<file path="config.mk">
export PLATFORM = sky130hd
export DESIGN_NAME = multi_mode_ff_bank_flat
export DESIGN_NICKNAME = d
export VERILOG_FILES = /design/src/rtl/multi_mode_ff_bank_pkg.sv /design/src/rtl/multi_mode_ff_bank_if.sv /design/src/rtl/multi_mode_ff_bank_cell.sv /design/src/rtl/multi_mode_ff_bank.sv /design/src/flat_wrapper.sv
export SDC_FILE = /design/constraint.sdc
export NUM_CORES = 1
export LEC_CHECK = 0
export ABC_AREA = 1
export BUFFER_PORTS_ARGS = -buffer_cell sky130_fd_sc_hd__buf_4
export CORE_ASPECT_RATIO = 0.6
export CORE_MARGIN = 2
export CORE_UTILIZATION = 30
export CTS_BUF_LIST = sky130_fd_sc_hd__clkbuf_16
export CTS_CLUSTER_SIZE = 10
export DETAILED_ROUTE_END_ITERATION = 7
export RECOVER_POWER = 25
export SYNTH_ARGS = -nofsm -noshare
export SYNTH_HDL_FRONTEND = slang
export SYNTH_SLANG_ARGS = --single-unit
</file>
<file path="constraint.sdc">
create_clock -name clk -period 2.15 [get_ports clk]
set_input_delay 0.1075 -clock clk [delete_from_list [all_inputs] [get_ports clk]]
set_output_delay 0.1075 -clock clk [all_outputs]
set_load 0.1 [all_outputs]
</file>
<file path="src/rtl/multi_mode_ff_bank_pkg.sv">
// ff_pkg: shared mode encoding for the multi-mode flip-flop bank
package ff_pkg;
   typedef enum logic [1:0] {MODE_D, MODE_T, MODE_JK, MODE_SR} mode_e;
endpackage

</file>
<file path="src/rtl/multi_mode_ff_bank_if.sv">
// multi_mode_ff_bank_if: control/data bundle between a driver and the flip-flop bank
interface multi_mode_ff_bank_if import ff_pkg::*; #(parameter int WIDTH = 4);
   mode_e mode;
   logic [WIDTH-1:0] en;
   logic clr;
   logic [WIDTH-1:0] a;
   logic [WIDTH-1:0] b;
   logic err_clr;
   logic [WIDTH-1:0] Q;
   logic [WIDTH-1:0] Q_bar;
   logic [WIDTH-1:0] changed;
   logic sr_err;
   modport master (output mode, en, clr, a, b, err_clr, input Q, Q_bar, changed, sr_err);
   modport slave (input mode, en, clr, a, b, err_clr, output Q, Q_bar, changed, sr_err);
endinterface

</file>
<file path="src/rtl/multi_mode_ff_bank_cell.sv">
// mm_ff_cell: one D/T/JK/SR channel with change pulse and illegal-SR flag
module mm_ff_cell import ff_pkg::*; #(parameter logic RST_BIT = 1'b0) (
   input  logic  clk,
   input  logic  rst,
   input  mode_e mode,
   input  logic  en,
   input  logic  clr,
   input  logic  a,
   input  logic  b,
   output logic  q,
   output logic  changed,
   output logic  illegal
);
   logic q_prev, q_nxt;
   // JK and SR share set/reset; a^b selects the driven value, a&b toggles only in JK
   always_comb begin
      illegal = en && mode == MODE_SR && a && b;
      q_nxt = !en ? q :
              mode == MODE_D ? a :
              mode == MODE_T ? q ^ a :
              (a ^ b) ? a :
              (a && b && mode == MODE_JK) ? ~q : q;
   end
   always_ff @(posedge clk or posedge rst) begin
      if (rst) begin
         q       <= RST_BIT;
         q_prev  <= RST_BIT;
         changed <= 1'b0;
      end else begin
         q       <= clr ? RST_BIT : q_nxt;
         q_prev  <= q;
         changed <= q ^ q_prev;
      end
   end
endmodule

</file>
<file path="src/rtl/multi_mode_ff_bank.sv">
// multi_mode_ff_bank: WIDTH independent flip-flop channels sharing one mode select
module multi_mode_ff_bank import ff_pkg::*; #(
   parameter int               WIDTH     = 4,
   parameter logic [WIDTH-1:0] RESET_VAL = '0
) (
   input logic                clk,
   input logic                rst,
   multi_mode_ff_bank_if.slave bus
);
   logic [WIDTH-1:0] illegal;
   for (genvar i = 0; i < WIDTH; i++) begin : g_cell
      mm_ff_cell #(.RST_BIT(RESET_VAL[i])) u_cell (
         .clk(clk), .rst(rst), .mode(bus.mode), .en(bus.en[i]), .clr(bus.clr),
         .a(bus.a[i]), .b(bus.b[i]), .q(bus.Q[i]), .changed(bus.changed[i]),
         .illegal(illegal[i])
      );
   end
   assign bus.Q_bar = ~bus.Q;
   // a new illegal SR request wins over err_clr on the same edge
   always_ff @(posedge clk or posedge rst) begin
      if (rst) bus.sr_err <= 1'b0;
      else bus.sr_err <= |illegal ? 1'b1 : bus.err_clr ? 1'b0 : bus.sr_err;
   end
endmodule

</file>
<file path="src/flat_wrapper.sv">
// flat-port wrapper written by rule: the top's interface ports become plain ports
module multi_mode_ff_bank_flat import ff_pkg::*;
#(
   parameter int               WIDTH     = 4,
   parameter logic [WIDTH-1:0] RESET_VAL = '0
)
  (clk, rst, bus_mode, bus_en, bus_clr, bus_a, bus_b, bus_err_clr, bus_Q, bus_Q_bar, bus_changed, bus_sr_err);
  multi_mode_ff_bank_if #(.WIDTH(WIDTH)) bus_i ();
  input logic clk;
  input logic rst;
  input wire logic [$bits(bus_i.mode)-1:0] bus_mode;
  input wire logic [$bits(bus_i.en)-1:0] bus_en;
  input wire logic [$bits(bus_i.clr)-1:0] bus_clr;
  input wire logic [$bits(bus_i.a)-1:0] bus_a;
  input wire logic [$bits(bus_i.b)-1:0] bus_b;
  input wire logic [$bits(bus_i.err_clr)-1:0] bus_err_clr;
  output wire logic [$bits(bus_i.Q)-1:0] bus_Q;
  output wire logic [$bits(bus_i.Q_bar)-1:0] bus_Q_bar;
  output wire logic [$bits(bus_i.changed)-1:0] bus_changed;
  output wire logic [$bits(bus_i.sr_err)-1:0] bus_sr_err;
  assign bus_i.mode = bus_mode;
  assign bus_i.en = bus_en;
  assign bus_i.clr = bus_clr;
  assign bus_i.a = bus_a;
  assign bus_i.b = bus_b;
  assign bus_i.err_clr = bus_err_clr;
  assign bus_Q = bus_i.Q;
  assign bus_Q_bar = bus_i.Q_bar;
  assign bus_changed = bus_i.changed;
  assign bus_sr_err = bus_i.sr_err;
  multi_mode_ff_bank #(.WIDTH(WIDTH), .RESET_VAL(RESET_VAL)) u_core (.clk(clk), .rst(rst), .bus(bus_i));
endmodule
</file>
### Word-level counts from Yosys, hierarchy flattened

Cells that the tools add are included.

* register bits: 13
* bits in latches: 0
* RAM bits: 0
* ROM bits: 0
* bits of input ports: 18
* output and inout bits: 13
* word-level logic and storage cells: 94
* memories kept: 0

* add/sub/neg operators: 0
* $mul: 0
* divide/modulo/power cells: 0
* $lt $le $gt $ge: 0
* eq/ne operators: 3
* shift operators: 0
* multiplexer cells: 26
* bitwise logic cells: 17
* reductions and logical operators: 35

Operators with widths (count)
* 1-bit 2-to-1 mux: 26
* 1-bit logical AND: 20
* 5-bit nonzero test: 4
* 1-bit XOR: 12
* 2-bit nonzero test: 5
* 2-bit AND reduction: 4
* 2-bit equality test, second input constant: 2
* 1-bit inverter: 4
* 4-bit inverter: 1
* 4-bit OR reduction: 1
* 2-bit by 1-bit equality test with 1-bit output, second input constant: 1
* 2-bit logical NOT: 1

### Depth between registers and ports, before layout

Gate-level depths: netlist (run 1).

* depth in word-level cells: 8
* mapped depth: 9

### Modules after synthesis

From an unflattened synthesis (run 1), not the netlist that was laid out.

* cells, all modules: 127
* area total of the unflattened synthesis: 839.6 um^2

Modules (own cells, without submodules)
* mm_ff_cell: instances 4, cells an instance 29, area each 193.9 um^2, sequential area each 75.1 um^2
* multi_mode_ff_bank: instances 1, cells an instance 11, area each 63.8 um^2, sequential area each 25.0 um^2

### Worst setup path after synthesis (run 1)

Ideal clock, no wire load.

* path kind: flip-flop to flip-flop
* start: reg u_core.g_cell[1].u_cell.q
* end: reg u_core.g_cell[1].u_cell.q
* data arrival time: 1.393 ns
* data required time: 2.028 ns
* setup slack: 0.636 ns
* cell stages (with the launch flop): 7
* buffers on the path: 0
* period minus slack after synthesis: 1.514 ns
* cell sequence: dfrtp_1 -> inv_1 -> nor2_1 -> nand2_1 -> nand2_1 -> nor2_1 -> a21oi_1

* longest elaborated chain between the ends: 7

Ends and longest elaborated chain
* start: declaration: line multi_mode_ff_bank_cell.sv:10 `output logic q,`
* start signal: assignment: line multi_mode_ff_bank_cell.sv:30 `q <= clr ? RST_BIT : q_nxt;`
* 1-bit inverter: line multi_mode_ff_bank_cell.sv:22 `(a && b && mode == MODE_JK) ? ~q : q;`
* 1-bit 2-to-1 mux: line multi_mode_ff_bank_cell.sv:22
* 1-bit 2-to-1 mux: line multi_mode_ff_bank_cell.sv:21 `(a ^ b) ? a :`
* 1-bit 2-to-1 mux (*): line multi_mode_ff_bank_cell.sv:20 `mode == MODE_T ? q ^ a :`
* 1-bit 2-to-1 mux (*): line multi_mode_ff_bank_cell.sv:19 `mode == MODE_D ? a :`
* 1-bit 2-to-1 mux (*): line multi_mode_ff_bank_cell.sv:18 `q_nxt = !en ? q :`
* 1-bit 2-to-1 mux (*): line multi_mode_ff_bank_cell.sv:30

Mark *: on every way between the ends. The rest lies on a longest branch, timed or not. The select of a mux whose other input is x is not followed.
A chain may end at the register's enable or synchronous reset.

### Worst setup path after layout (run 1)

* start: reg u_core.g_cell[1].u_cell.q
* end: out bus_Q_bar[1]

* longest elaborated chain between the ends: 1

Ends and longest elaborated chain
* 4-bit inverter: line multi_mode_ff_bank.sv:18 `assign bus.Q_bar = ~bus.Q;`
* end: declaration: line flat_wrapper.sv:18 `output wire logic [$bits(bus_i.Q_bar)-1:0] bus_Q_bar;`

No other way between the ends.

==> impl_results.md, run 1 <==
* Outcome: complete, no violations
* Most frequent cells in the layout: nand2_1 (47), buf_4 (30), nor2_1 (15), dfrtp_1 (13), nand3_1 (12)
* Vias in the first global route at 716
* Maximum vdd drop at approximately 0.34 mV
* Starting Density at 30.9%
* Hold Crit Start: bus_err_clr
* Worst-path clk slew at 0.04 ns
* Post-Syn Nets at 146
* Clk buf depth at 2
* RSZ-0062 raised after global routing: no
* Die area at 3360 sq um
* Total track usage at approximately an eighth
* Antenna Cells at 0
* Delay-heaviest family, CP: buffers and inverters
* Fraction of layout cells with a size suffix above 1 at between 20% and 30%
* Cell at the root of the clock tree: clkbuf_16
* Max Clock Skew at approximately 0.00084 ns
* WP buf/inv at 2
* Wirelength per Cell at 10.7 microns
* Mapped cell area at 871 sq um
* Cts bufs inserted at 3
* Synthesized area per cell at 7.02 sq um
* Area after DPL at 1070 sq um
* Slew Limit Fails at 0
* First-pass DRT Iterations at 5
* Kind of critical path: register to output pin
* Met1 usage at 16.5%
* Mapped Cells at 124
* Min Tclk post-route at 1.25 ns
* Final hold viol count at 0
* Finish-stage setup viols at 0
* Fmax at 0.803 GHz
* Synth warn at 0
* CP Capture Type: output pin
* TritonCTS clock tree: done
* Reg2reg end: u_core.g_cell[3].u_cell.q
* Synth area leader: dfrtp_1
* Crit start category: register
* Chip Width at 73.6 microns
* Pin count of the biggest net entering global routing at 14
* Fin area at ~1200 sq um
* Clk Latency, worst-skew pair at 0.23 ns
* Cell depth of the worst hold path at 2
* Starting DRT DRC Count at 30
* Post-DRT Antenna Nets at 0
* Row count at 15
* H-Tree Depth at 1
* Register-to-Register Path Depth at 7
* Routed vias at 832
* Worst EP arrival at 1.14 ns
* Setup_tns at 0 ns
* Post-synthesis register bit count at 13
* M3 GR Usage at 2.65%
* Gr busiest metal: met2
* Area grow syn2layout at 32.8%
* Hold path endpoint: u_core.bus.sr_err
* Sequential share of the synthesized area at 37.4%
* GPL Wtd Cong at around 0.84
* Dominant cells by area after synthesis: dfrtp_1 (37%), nand2_1 (20%), nand3_1 (6.9%)
* Most common cell after layout, fill and taps aside: nand2_1
* Yosys top cell area share at 37.4%
* Leak at 0.663 nW
* Final net count at around 170
* # Max-Cap Violations at 0
* Final cycle utilization of the critical path at between 50% and 60%
* Min-Delay Path Class: input pin to register
* Final WL at just under 2 mm
* CP max stage delay at 0.44 ns
* Core Area at 2820 sq um
* Slowest stage cell, crit path: dfrtp_1
* M2 GR Usage at 18.9%
* Critical Path RT at 2.04 ns
* Die height at 45.7 microns
* Crit Reg-Reg Startpoint: u_core.g_cell[3].u_cell.q
* Tightest Pin Transition at 0.477 ns
* # IOs at 31
* Pwr Density at 982 nW/um^2
* First-pass GRT wire length at 3.04 mm
* Final global-route overflow total at 0
* Worst Path Max Fanout at 6
* Port Buffer Count at 30
* Remaining DRCs at 0
* Synth unique cells at 16
* Post-DP HPWL at 1.60 mm
* Clock Sinks at 13
* Initial antenna violation count at 0
* Avg Vias per Cell at ~4.5
* Slew margin rel. at 68.2%
* R2R setup slack at about 1.1 ns
* Critical-path cell list: inv_1 > buf_4
==> worst reg2reg max path, stage by stage, from the launching register on <==
cell	delay (ns)
dfrtp_1	0.48
inv_2	0.06
or2_0	0.20
nand2_1	0.06
nand2_1	0.05
nand2_1	0.06
nand2_1	0.05
nand2_1	0.05
==> where the power goes <==
| group | internal (mW) | switching [mW] | total (mW) |
|---|---|---|---|
| clock network | 0.244 | 0.0876 | 0.331 |
| logic | 0.111 | 0.379 | 0.490 |
| registers | 0.283 | 0.0307 | 0.314 |
| total | 0.638 | 0.497 | 1.14 |
==> registers in the layout, summed over array words and instances (netlist names) <==
signal	count
u_core.g_cell.u_cell.q	4
u_core.g_cell.u_cell.q_prev	4
u_core.g_cell.u_cell.changed	4
u_core.bus.sr_err	1
==> cell usage after synthesis <==
master / count
nand2_1: 47
nor2_1: 15
dfrtp_1: 13
nand3_1: 12
inv_1: 10
buf_4: 8
ha_1: 4
xor2_1: 4
inv_2: 3
a21oi_1: 2
buf_6: 1
nand2_4: 1
nand3b_1: 1
o22ai_1: 1
or2_0: 1
or2_2: 1
==> logic make-up (layout without fill, tap and decap cells) <==
kind of cell | count (synthesis) | in the layout | synth area share (%)
buffers and inverters | 22 | 48 | 13.8
adders and majority gates | 4 | 4 | 5.75
xor gates and xnor gates | 4 | 4 | 4.02
and+or+nand+nor | 78 | 78 | 37.2
AOI/OAI and AO/OA | 3 | 3 | 1.87
DFF | 13 | 13 | 37.4
==> metal layers <==
layer  routed length (microns)  share of wire (%)
met5                         0                  0
met4                        10               0.51
met3                       158                8.0
met2                       878                 44
met1                       928                 47
==> timing repair <==
| item | CTS | global route |
|---|---|---|
| endpoints found under the hold margin | 13 | 0 |
| hold buffers | 1 | 0 |
| buffers inserted | 0 | 0 |
| gates resized for setup | 0 | 0 |
==> per-stage QoR <==
stage / hold WS [ns] / power, mW / util [%] / std cells / worst slack [ns]
after floorplan: -0.0155 / 0.729 / - / 124 / 0.636
after global placement: 0.148 / 0.798 / 37.9 / 179 / 1.09
after detailed placement: 0.163 / 0.806 / 37.9 / 179 / 1.06
after CTS: 0.0825 / 1.15 / 41.1 / 184 / 0.896
after global routing: 0.0834 / 1.19 / 41.1 / 184 / 0.869
final: 0.0764 / 1.14 / 41.1 / 184 / 0.904
==> how the worst max path moves through the flow <==
stage / startpoint / depth (start not counted) / slack, ns / to
after floorplan: u_core.g_cell[1].u_cell.q / 6 / 0.64 / u_core.g_cell[1].u_cell.q
after global placement: bus_b[3] / 10 / 1.09 / u_core.g_cell[3].u_cell.q
after detailed placement: bus_b[0] / 8 / 1.06 / u_core.g_cell[0].u_cell.q
after CTS: u_core.g_cell[1].u_cell.q / 2 / 0.90 / bus_Q_bar[1]
after global routing: u_core.g_cell[1].u_cell.q / 2 / 0.87 / bus_Q_bar[1]
final: u_core.g_cell[1].u_cell.q / 2 / 0.90 / bus_Q_bar[1]
==> area by class of cell <==
class	instances	area (sq um)
inverter	13	48.8
sequential	13	325
timing repair buffer	31	235
multi-input combinational	89	425
clock buffer	3	75.1
tap	34	42.5
fill	288	1660
clock inverter	1	3.75
(Power assumes the default switching activity.)
==> inputs of run 2 (changes only) <==
==> constraint.sdc (replaced) <==
create_clock -name clk -period 1 [get_ports clk]
set_input_delay 0.05 -clock clk [delete_from_list [all_inputs] [get_ports clk]]
set_output_delay 0.05 -clock clk [all_outputs]
set_load 0.1 [all_outputs]
==> impl_results.md, run 2 (synthesized netlist as in run 1, its figures left out) <==
* Placed cell count at 186 (+3.9%)
* Remaining DRCs at 0 (unchanged)
* Total track usage at 13.6% (+1.5 points)
* Wirelength per Cell at 10.8 microns (+1.0%)
* Min Tclk post-route at 1.08 ns
* Register-to-Register Path Depth at 7 (unchanged)
* First-pass GRT wire length at 3.37 mm (+11%)
* TritonCTS clock tree: done
* CP max stage delay at 0.45 ns (about the same)
* Most common cell after layout, fill and taps aside: nand2_1
* Slew margin rel. at 68.7% (+0.57 points)
* Initial antenna violation count at 0 (unchanged)
* RSZ-0062 raised after global routing: yes
* Worst-path clk slew at 0.04 ns (about the same)
* Slowest stage cell, crit path: dfrtp_2
* Worst EP arrival at 1.03 ns (-0.11 ns)
* Biggest regs: u_core.g_cell.u_cell.changed x4, u_core.g_cell.u_cell.q x4, u_core.g_cell.u_cell.q_prev x4
* Critical-path cell list: clkinvlp_4 > buf_12
* Port Buffer Count at 30 (unchanged)
* Crit start category: register
* Chip Width at 73.6 microns (unchanged)
* Max Clock Skew at 0.000802 ns (-0.0000375 ns)
* Fraction of layout cells with a size suffix above 1 at 38.0% (+13 points)
* Pwr Density at 1930 nW/um^2 (+96%)
* Multi-input gate area at 437 sq um (+2.6%)
* Cell at the root of the clock tree: clkbuf_16
* # IOs at 31 (unchanged)
* Routed vias at 893 (+7.3%)
* Area after DPL at 1140 sq um (+7.3%)
* Final cycle utilization of the critical path at 108%
* Final hold viol count at 0 (unchanged)
* R2R setup slack at -0.01 ns (-1.10 ns)
* Fillers at 274 (-4.9%)
* CP startpoint: u_core.g_cell[0].u_cell.q
* Pin count of the biggest net entering global routing at 14 (unchanged)
* GPL Wtd Cong at 0.806 (-3.7%)
* WP buf/inv at 2 (unchanged)
* Failing checks: negative setup slack
* # Max-Cap Violations at 0 (unchanged)
* Slew Limit Fails at 0 (unchanged)
* Core Area at 2820 sq um (unchanged)
* Clk buf depth at 2 (unchanged)
* Avg Vias per Cell at 4.53 (+0.25%)
* Finish-stage setup viols at 10 (+10)
* Post-DP HPWL at 1.59 mm (-0.55%)
* Critical path depth at 2 (unchanged)
* Final global-route overflow total at 0 (unchanged)
* Fin area at 1390 sq um (+20%)
* CP Capture Type: output pin
* Clk Latency, worst-skew pair at 0.24 ns (about the same)
* Worst Path Max Fanout at 5 (-1)
* Clock Sinks at 13 (unchanged)
* Final WL at 2.14 mm (+8.1%)
* First-pass DRT Iterations at 4 (-1)
* Reg2reg end: u_core.g_cell[3].u_cell.q
* Fin cells at 197 (+7.1%)
* Post-DRT Antenna Nets at 0 (unchanged)
* Crit Reg-Reg Startpoint: u_core.g_cell[3].u_cell.q
* Outcome: complete, but fails checks
* Maximum vdd drop at 0.863 mV (+160%)
* Die area at 3360 sq um (unchanged)
* Starting DRT DRC Count at 42 (+40%)
* Worst setup margin at -0.0818 ns (-0.986 ns)
* H-Tree Depth at 1 (unchanged)
* Min-Delay Path Class: input pin to register
* Cts bufs inserted at 3 (unchanged)
* Kind of critical path: register to output pin
* Most frequent cells in the layout: nand2_1 (46), buf_4 (29), nor2_1 (15), nand3_1 (11)
* Critical Path RT at 0.95 ns (-1.09 ns)
* Tightest Pin Transition at 0.468 ns (-0.00848 ns)
* Area grow syn2layout at 59.2%
* Hold slack at 0.00641 ns (-0.0700 ns)
* Row count at 15 (unchanged)
* Starting Density at 30.9% (unchanged)
* Vias in the first global route at 779 (+8.8%)
* Leak at 0.752 nW (+13%)
* Delay-heaviest family, CP: flip-flops
* Die height at 45.7 microns (unchanged)
* Fmax at 0.924 GHz
* Final net count at 186 (+7.5%)
* Register area at 332 sq um (+1.9%)
* Crit path to: bus_Q_bar[0]
* Antenna Cells at 0 (unchanged)
==> run 2: per-stage QoR <==
step           setup TNS (ns)  util (%)  power [mW]  worst slack (ns)
2_1_floorplan           -1.13         -        1.59            -0.400
3_3_place_gp         -0.00708      40.7        1.78          -0.00433
3_5_place_dp           -0.141      40.7        1.79           -0.0440
4_1_cts                -0.370      48.4        2.67           -0.0790
5_1_grt                -0.862      49.2        2.80            -0.114
6_report               -0.323      49.2        2.67           -0.0818
==> run 2: layout make-up <==
| type | instances | share of cell area [%] |
|---|---|---|
| clock buffers | 3 | 5.42 |
| clock inverters | 1 | 0.271 |
| inverters | 13 | 4.87 |
| multi-input cells | 89 | 31.5 |
| flip-flops and latches | 13 | 23.9 |
| well taps | 34 | 3.07 |
| repair buffers | 44 | 31.0 |
==> run 2: power breakdown <==
part / switching, mW / internal (mW) / leakage, nW
Sequential: 0.0693 / 0.614 / 0.158
Combinational: 0.865 / 0.401 / 0.551
Clock: 0.197 / 0.525 / 0.0423
Total: 1.13 / 1.54 / 0.752
==> run 2: worst min-delay path by stage <==
stage                                      end  depth (start not counted)        start  slack [ns]
2_1_floorplan  u_core.g_cell[0].u_cell.changed                          1          rst       -0.07
3_3_place_gp   u_core.g_cell[2].u_cell.changed                          2          rst        0.09
3_5_place_dp   u_core.g_cell[2].u_cell.changed                          2          rst         0.1
4_1_cts                      u_core.bus.sr_err                          2  bus_err_clr       0.004
5_1_grt                      u_core.bus.sr_err                          2  bus_err_clr        0.01
6_report                     u_core.bus.sr_err                          2  bus_err_clr       0.006
==> run 2: metal layers <==
metal | vias to the layer above | GRT usage [%] | share of wire, %
met1 | 406 | 18.9 | 49
li1 | 453 | - | -
met4 | 0 | 7.64 | 2.9
met5 | - | 0 | 0
met3 | 6 | 1.99 | 3.7
met2 | 28 | 20.5 | 44
==> run 2: what timing repair did <==
item | CTS | global route
setup endpoints to repair | 8 | 12
pin swaps | 0 | 4
endpoints found under the hold margin | 13 | 0
hold buffers | 1 | 0
gates resized for setup | 23 | 4
setup buffers | 5 | 1
